## src/rtl/bcd_pkg.sv

```systemverilog
// Shared types and constants for the binary-to-BCD streamer and its add-3 cells.
package bcd_pkg;

   typedef logic [3:0] bcd_digit_t;

   typedef enum logic [1:0] {
      IDLE    = 2'd0,
      CONVERT = 2'd1,
      EMIT    = 2'd2
   } state_t;

   localparam bcd_digit_t BCD_ADD3_THRESH = 4'd5;

   // Smallest digit count d with 10^d > 2^width - 1.
   function automatic int unsigned min_digits(input int unsigned width);
      longint unsigned max_val;
      longint unsigned pow;
      int unsigned     d;
      max_val = (64'd1 << width) - 64'd1;
      pow     = 64'd1;
      d       = 0;
      for (int i = 0; i < 20; i++) begin
         if (pow <= max_val) begin
            pow = pow * 64'd10;
            d++;
         end
      end
      return d;
   endfunction

endpackage

```

## src/rtl/bin_to_bcd_streamer_if.sv

```systemverilog
// Binary input handshake and BCD digit stream between producer, converter and character stage.
interface bin_to_bcd_streamer_if
   import bcd_pkg::*;
#(
   parameter int unsigned WIDTH = 16
);
   logic             in_valid;
   logic             in_ready;
   logic [WIDTH-1:0] bin_in;
   logic             digit_valid;
   logic             digit_ready;
   bcd_digit_t       digit_out;
   logic             digit_last;
   logic             busy;

   modport slave (
      input  in_valid, bin_in, digit_ready,
      output in_ready, digit_valid, digit_out, digit_last, busy
   );

   modport master (
      output in_valid, bin_in, digit_ready,
      input  in_ready, digit_valid, digit_out, digit_last, busy
   );
endinterface

```

## src/rtl/bcd_add3.sv

```systemverilog
// Double-dabble correction cell: a digit of 5 or more gets +3 before the shift.
module bcd_add3
   import bcd_pkg::*;
(
   input  bcd_digit_t i_digit,
   output bcd_digit_t o_digit
);
   assign o_digit = (i_digit >= BCD_ADD3_THRESH) ? i_digit + 4'd3 : i_digit;
endmodule

```

## src/rtl/bin_to_bcd_streamer.sv

```systemverilog
// Iterative double-dabble converter that streams the decimal digits MSD first,
// one BCD digit per handshake.
module bin_to_bcd_streamer
   import bcd_pkg::*;
#(
   parameter int unsigned WIDTH          = 16,
   parameter int unsigned DIGITS         = 5,
   parameter bit          SUPPRESS_ZEROS = 1'b0
)(
   input logic                  clk,
   input logic                  rst,
   bin_to_bcd_streamer_if.slave bus
);
   localparam int unsigned BCD_W = DIGITS * 4;
   localparam int unsigned CNT_W = $clog2(WIDTH + 1);
   localparam int unsigned IDX_W = (DIGITS > 1) ? $clog2(DIGITS) : 1;

   if (WIDTH < 4 || WIDTH > 32) begin : g_chk_width
      $error("bin_to_bcd_streamer: WIDTH must be within 4..32");
   end
   if (DIGITS < min_digits(WIDTH)) begin : g_chk_digits
      $error("bin_to_bcd_streamer: DIGITS too small to hold 2^WIDTH-1");
   end

   state_t           r_state;
   logic [WIDTH-1:0] r_bin;
   logic [BCD_W-1:0] r_bcd;
   logic [CNT_W-1:0] r_cnt;
   logic [IDX_W-1:0] r_idx;
   logic             r_in_ready;
   logic             r_busy;
   logic             r_digit_valid;
   logic             r_digit_last;
   bcd_digit_t       r_digit_out;

   logic [BCD_W-1:0] w_bcd_adj;
   logic [BCD_W-1:0] w_bcd_shift;
   logic [IDX_W-1:0] w_start_idx;
   logic [IDX_W-1:0] w_idx_dec;
   bcd_digit_t       w_start_digit;
   bcd_digit_t       w_next_digit;
   logic             w_unused_msb;

   for (genvar g = 0; g < DIGITS; g++) begin : g_add3
      bcd_add3 u_add3 (
         .i_digit (r_bcd[4*g +: 4]),
         .o_digit (w_bcd_adj[4*g +: 4])
      );
   end

   // The corrected top bit is always shifted out as zero for a legal DIGITS.
   assign w_bcd_shift  = {w_bcd_adj[BCD_W-2:0], r_bin[WIDTH-1]};
   assign w_unused_msb = w_bcd_adj[BCD_W-1];
   assign w_idx_dec    = r_idx - IDX_W'(1);

   // First digit to emit, chosen from the value the final shift produces.
   always_comb begin
      w_start_idx   = IDX_W'(DIGITS - 1);
      w_start_digit = '0;
      w_next_digit  = '0;
      if (SUPPRESS_ZEROS) begin
         w_start_idx = '0;
         for (int d = 0; d < DIGITS; d++) begin
            if (w_bcd_shift[4*d +: 4] != 4'd0) w_start_idx = IDX_W'(d);
         end
      end
      for (int d = 0; d < DIGITS; d++) begin
         if (IDX_W'(d) == w_start_idx) w_start_digit = w_bcd_shift[4*d +: 4];
         if (IDX_W'(d) == w_idx_dec)   w_next_digit  = r_bcd[4*d +: 4];
      end
   end

   always_ff @(posedge clk) begin
      if (rst) begin
         r_state       <= IDLE;
         r_bin         <= '0;
         r_bcd         <= '0;
         r_cnt         <= '0;
         r_idx         <= '0;
         r_in_ready    <= 1'b1;
         r_busy        <= 1'b0;
         r_digit_valid <= 1'b0;
         r_digit_last  <= 1'b0;
         r_digit_out   <= '0;
      end else begin
         case (r_state)
            IDLE: begin
               if (bus.in_valid) begin
                  r_bin      <= bus.bin_in;
                  r_bcd      <= '0;
                  r_cnt      <= CNT_W'(WIDTH);
                  r_state    <= CONVERT;
                  r_in_ready <= 1'b0;
                  r_busy     <= 1'b1;
               end
            end
            CONVERT: begin
               r_bcd <= w_bcd_shift;
               r_bin <= {r_bin[WIDTH-2:0], 1'b0};
               r_cnt <= r_cnt - CNT_W'(1);
               if (r_cnt == CNT_W'(1)) begin
                  r_state       <= EMIT;
                  r_idx         <= w_start_idx;
                  r_digit_out   <= w_start_digit;
                  r_digit_last  <= (w_start_idx == '0);
                  r_digit_valid <= 1'b1;
               end
            end
            EMIT: begin
               if (bus.digit_ready) begin
                  if (r_idx == '0) begin
                     r_state       <= IDLE;
                     r_in_ready    <= 1'b1;
                     r_busy        <= 1'b0;
                     r_digit_valid <= 1'b0;
                     r_digit_last  <= 1'b0;
                     r_digit_out   <= '0;
                  end else begin
                     r_idx        <= w_idx_dec;
                     r_digit_out  <= w_next_digit;
                     r_digit_last <= (w_idx_dec == '0);
                  end
               end
            end
            default: r_state <= IDLE;
         endcase
      end
   end

   assign bus.in_ready    = r_in_ready;
   assign bus.busy        = r_busy;
   assign bus.digit_valid = r_digit_valid;
   assign bus.digit_out   = r_digit_out;
   assign bus.digit_last  = r_digit_last;

endmodule

```

## src/flat_wrapper.sv

```systemverilog
// flat-port wrapper written by rule: the top's interface ports become plain ports
module bin_to_bcd_streamer_flat import bcd_pkg::*;
#(
   parameter int unsigned WIDTH          = 16,
   parameter int unsigned DIGITS         = 5,
   parameter bit          SUPPRESS_ZEROS = 1'b0
)
  (clk, rst, bus_in_valid, bus_bin_in, bus_digit_ready, bus_in_ready, bus_digit_valid, bus_digit_out, bus_digit_last, bus_busy);
  bin_to_bcd_streamer_if #(.WIDTH(WIDTH)) bus_i ();
  input logic clk;
  input logic rst;
  input wire logic [$bits(bus_i.in_valid)-1:0] bus_in_valid;
  input wire logic [$bits(bus_i.bin_in)-1:0] bus_bin_in;
  input wire logic [$bits(bus_i.digit_ready)-1:0] bus_digit_ready;
  output wire logic [$bits(bus_i.in_ready)-1:0] bus_in_ready;
  output wire logic [$bits(bus_i.digit_valid)-1:0] bus_digit_valid;
  output wire logic [$bits(bus_i.digit_out)-1:0] bus_digit_out;
  output wire logic [$bits(bus_i.digit_last)-1:0] bus_digit_last;
  output wire logic [$bits(bus_i.busy)-1:0] bus_busy;
  assign bus_i.in_valid = bus_in_valid;
  assign bus_i.bin_in = bus_bin_in;
  assign bus_i.digit_ready = bus_digit_ready;
  assign bus_in_ready = bus_i.in_ready;
  assign bus_digit_valid = bus_i.digit_valid;
  assign bus_digit_out = bus_i.digit_out;
  assign bus_digit_last = bus_i.digit_last;
  assign bus_busy = bus_i.busy;
  bin_to_bcd_streamer #(.WIDTH(WIDTH), .DIGITS(DIGITS), .SUPPRESS_ZEROS(SUPPRESS_ZEROS)) u_core (.clk(clk), .rst(rst), .bus(bus_i));
endmodule
```

## config.mk

```make
export PLATFORM = sky130hd
export DESIGN_NAME = bin_to_bcd_streamer_flat
export DESIGN_NICKNAME = d
export VERILOG_FILES = /design/src/rtl/bcd_pkg.sv /design/src/rtl/bin_to_bcd_streamer_if.sv /design/src/rtl/bcd_add3.sv /design/src/rtl/bin_to_bcd_streamer.sv /design/src/flat_wrapper.sv
export SDC_FILE = /design/constraint.sdc
export NUM_CORES = 1
export LEC_CHECK = 0
export ABC_AREA = 1
export CORE_ASPECT_RATIO = 1.4
export CORE_MARGIN = 2
export CORE_UTILIZATION = 52
export CTS_CLUSTER_SIZE = 20
export DETAILED_ROUTE_END_ITERATION = 16
export PLACE_DENSITY = 0.8
export SYNTH_ARGS = -nofsm -noshare
export SYNTH_HDL_FRONTEND = slang
export SYNTH_HIERARCHICAL = 1
export SYNTH_SLANG_ARGS = --single-unit
```

## constraint.sdc

```tcl
create_clock -name clk -period 1.59 [get_ports clk]
set_clock_uncertainty 0.1 [all_clocks]
set_input_delay 0.318 -clock clk [delete_from_list [all_inputs] [get_ports clk]]
set_output_delay 0.318 -clock clk [all_outputs]
set_load 0.01 [all_outputs]
```

Word level (Yosys, flattened, before mapping)
Index checks and enable logic that the tools add are counted.
W data, S select, Z words.

storage, ports and cells
  bits of input ports = 20
  word-level logic and storage cells = 89
  register bits after elaboration = 54
  output and inout bits = 8

cells by class
  reduce and logical (&&, ||, !) cells = 12
  mux-type cells = 43
  magnitude comparators = 5
  add/subtract/negate cells = 7
  equal/unequal tests = 12

operator list
  cell                   count
  $mux W4                12
  $pmux W20 S2           1
  $pmux W16 S2           1
  $ge A4 B3 Y1 const B   5
  $mux W20               1
  $add A4 B2 Y4 const B  4
  $mux W16               1
  $reduce_and A4 Y1      4
  $mux W3                4
  $mux W1                10
  $pmux W5 S2            1
  $mux W2                4
  $pmux W1 S2            4
  $pmux W4 S2            1
  $eq A2 B3 Y1 const A   2
  $logic_not A3 Y1       2
  $ne A2 B2 Y1 const B   3
  $pmux W2 S3            1
  $pmux W3 S2            1
  $reduce_bool A2 Y1     3
  $eq A5 B1 Y1 const B   1
  $mux W5                1
  $sub A5 B1 Y5 const B  1
  $ne A2 B1 Y1 const B   2
  9 further kinds        9

Depth between registers and ports, before layout
  word-level depth = 10
  mapped depth = 13

Modules after synthesis
Netlist, hierarchy kept.

by module, submodules not included
  module               area each (µm²)  sequential area each (µm²)  cells each  instances
  bin_to_bcd_streamer  2536.2           1081.0                      369         1
  bcd_add3             135.1            0.0                         23          5

Worst setup path before layout
Ideal clock, no wire load.

  kind = flip-flop to flip-flop
  from = reg u_core.r_idx[0]
  to = reg u_core.r_digit_out[0] (netlist: u_core/bus.digit_out[0])
  cell stages (with the launch flop) = 14
  arrival = 1.398 ns
  setup slack = -0.040 ns
  buffers on the path = 1
  clock period less this slack = 1.630 ns
  path through = dfxtp_1 -> inv_1 -> ha_1 -> inv_1 -> nand2_1 -> nand2_1 -> buf_2 -> inv_1 -> nand2_1 -> nand2_1 -> inv_1 -> nand2_1 -> nand2_1 -> a21oi_1

on the way
  cells in the longest elaborated chain, start to end = 10
  elaborated cells on any way between the ends = 15
  those cells by class = 1 x add/sub; 4 x eq/ne; 8 x mux; 2 x reduce/logical

ends and longest elaborated chain
  item                    RTL line                    source
  start, declared         bin_to_bcd_streamer.sv:29   logic [IDX_W-1:0] r_idx;
  start signal, assigned  bin_to_bcd_streamer.sv:103  r_idx <= w_start_idx;
  start signal, assigned  bin_to_bcd_streamer.sv:119  r_idx <= w_idx_dec;
  $sub A3 B1 Y3           bin_to_bcd_streamer.sv:54   assign w_idx_dec = r_idx - IDX_W'(1);
  $logic_not A3 Y1        bin_to_bcd_streamer.sv:69   if (IDX_W'(d) == w_idx_dec) w_next_digit = r_bcd[4*d +: 4];
  $mux W4 (5 in series)   bin_to_bcd_streamer.sv:69
  $mux W4 *               bin_to_bcd_streamer.sv:111  if (r_idx == '0) begin
  $mux W4 *               bin_to_bcd_streamer.sv:110  if (bus.digit_ready) begin
  $pmux W4 S2 *           bin_to_bcd_streamer.sv:86   case (r_state)
  end signal, assigned    bin_to_bcd_streamer.sv:104  r_digit_out <= w_start_digit;
  end signal, assigned    bin_to_bcd_streamer.sv:120  r_digit_out <= w_next_digit;
  end, declared           bin_to_bcd_streamer.sv:34   bcd_digit_t r_digit_out;

Every way passes the cells marked *; elsewhere a longest branch is shown, timed or not. The select of a mux whose other input is x is not followed.
A chain may end at the register's enable or synchronous reset.

Worst setup path after layout
  from = reg u_core.r_idx[0]
  to = reg u_core.r_digit_out[3] (netlist: u_core/bus.digit_out[3])

The elaborated chain is that of the path after synthesis.

==> flow_summary.json <==
{
  "syn_inst": 479,
  "synth_warnings": 6,
  "violations": "negative setup slack",
  "hold_viol_final": 0,
  "layout.cells.non_filler": 603,
  "min_period_over_period": 1.011,
  "rsz0062_at_grt": "true",
  "die_area_um2": 6777,
  "via_count": 3175,
  "nets": 569,
  "slew_headroom": 0.7976,
  "die_h_um": 96.61,
  "io_pins": 28,
  "fillCellCount": 484,
  "wl_per_cell_um": 12.00,
  "drtIter0Drc": 187,
  "r2r_start": "u_core/r_idx[0]",
  "reg2reg_slack_ns": -0.02,
  "io_buffers": 27,
  "h-tree-depth": 2,
  "row_count": 33,
  "track_usage": 0.2064,
  "layout-drive-gt1-share": 0.2195,
  "ir_drop_mv": 0.8177,
  "fmax_mhz": 622.1,
  "dp_hpwl_um": 5017,
  "top_layer_used": "met4",
  "drt_wl_total_um": 7239,
  "start_util": 0.5395,
  "vias_per_cell": 5.265,
  "cts_root_buffer": "clkbuf_8",
  "p_total_mw": 2.822,
  "dp_cells": 589,
  "crit_path_start_kind": "register",
  "coreArea_um2": 5904,
  "wl_met2_um": 3907,
  "routabilityCongestion": 0.8297,
  "cap_violations": 0,
  "worstMarginPinSlew_ns": 0.3029,
  "syn_nets": 516,
  "min_path_type": "reg2reg",
  "dr_wl_met3_um": 292,
  "grt_max_degree": 32,
  "arrival_ns": 1.71,
  "clockBufferDepth": 2,
  "cts_sinks": 54,
  "grt_pass1_wl_um": 12070,
  "dpl_worst_slack_ns": -0.09783,
  "grt_pass1_vias": 2948,
  "clkTransAtPathRegs_ns": 0.09,
  "die_width_um": 70.15,
  "drt_drc_violations_left": 0,
  "status": "finished with violations",
  "antenna_found_initial": 0,
  "postCtsHoldBufs": 0,
  "r2r_cells": 10,
  "cts_tree": "yes",
  "overflow": 0,
  "p_leak_nw": 1.768,
  "hold_end": "u_core/r_bin[0]",
  "finalMaxSlewViolations": 0,
  "rr_endpoint": "u_core/bus.digit_out[3]",
  "syn_area_per_cell_um2": 6.650,
  "ant_nets": 0,
  "min_path_cells": 2,
  "crit_type": "reg2reg",
  "numCtsBuffers": 5,
  "period_minus_slack_ns": 1.607,
  "p_per_area_nw_per_um2": 695.6,
  "layout_setup_ws_ns": -0.01737,
  "final-setup-viol-count": 1,
  "detail_route.first_pass.iterations": 5,
  "crit_fanout": 8,
  "wl_met1_um": 2858,
  "diodes": 0,
  "final_cell_mix": "151 x nand2_1, 54 x inv_1, 48 x dfxtp_1",
  "end_kind": "register",
  "worstPathRequired_ns": 1.69,
  "insertion_delay_ns": 0.30,
  "final_common_cell": "nand2_1",
  "hp-start": "u_core/r_bin[0]",
  "syn-cell-area_um2": 3186,
  "area_delta_synth_final_pct": 27.38
}
## metal layers
metal,vias to the layer above,GRT usage
li1,1619,-
met1,1453,0.2333
met2,84,0.3941
met3,19,0.02917
met4,0,0.05621
met5,-,0
## what timing repair did
| action | CTS | global route |
|---|---|---|
| endpoints found under the setup margin | 9 | 16 |
| gates cloned | 1 | 1 |
| setup buffers | 0 | 4 |
| endpoints found under the hold margin | 0 | 0 |
| pin swaps | 2 | 9 |
| gates resized for setup | 15 | 40 |
## worst max-delay path, cell delays in order, from the launching register on
cell,delay [ns]
dfxtp_2,0.34
inv_2,0.05
ha_4,0.16
nand2_1,0.10
nand2_4,0.08
inv_1,0.11
nand2_2,0.12
o21ai_0,0.20
inv_1,0.09
nand2_1,0.10
a21oi_2,0.06
## power by group
group / switching (mW) / internal, mW
Combinational: 0.248 / 0.227
Clock: 0.429 / 0.470
Sequential: 0.0372 / 1.41
## worst max-delay path by stage
stage | startpoint | end | depth (start not counted) | slack, ns
2_1_floorplan | u_core/r_idx[0] | u_core/bus.digit_out[3] | 11 | 0.04
3_3_place_gp | bus_in_valid | u_core/r_bin[8] | 9 | -0.09
3_5_place_dp | bus_in_valid | u_core/r_bin[7] | 8 | -0.1
4_1_cts | u_core/r_idx[0] | u_core/bus.digit_out[3] | 13 | 0.0004
5_1_grt | u_core/r_idx[0] | u_core/bus.digit_out[2] | 11 | -0.11
6_report | u_core/r_idx[0] | u_core/bus.digit_out[3] | 10 | -0.02
## stage by stage
| step | hold slack [ns] | util | cell area [µm²] | TNS, ns |
|---|---|---|---|---|
| after floorplan | 0.3361 | - | 3189 | 0 |
| after global placement | 0.3502 | 0.6323 | 3734 | -1.520 |
| after detailed placement | 0.3547 | 0.6323 | 3734 | -2.505 |
| after CTS | 0.3680 | 0.6544 | 3864 | 0 |
| after global routing | 0.3907 | 0.6872 | 4058 | -0.3960 |
| final | 0.3658 | 0.6872 | 4058 | -0.01737 |
## final cells by class
class / instances / area (µm²) / share of cell area
inverters: 67 / 251.5 / 0.06198
well taps: 70 / 87.58 / 0.02158
flip-flops and latches: 54 / 1089 / 0.2683
clock inverters: 2 / 37.54 / 0.009251
repair buffers: 63 / 624.3 / 0.1539
clock buffers: 6 / 72.57 / 0.01788
multi-input cells: 341 / 1896 / 0.4672
## flip-flops by register name, indices dropped and copies added, names as in the netlist
| name | count |
|---|---|
| u_core/r_bcd | 20 |
| u_core/r_bin | 16 |
| u_core/r_cnt | 5 |
| u_core/bus.digit_out | 4 |
| u_core/r_idx | 3 |
| u_core/r_state | 2 |
| u_core/bus.busy | 1 |
| u_core/bus.digit_last | 1 |
| u_core/bus.digit_valid | 1 |
| u_core/bus.in_ready | 1 |
(Power assumes the default switching activity.)
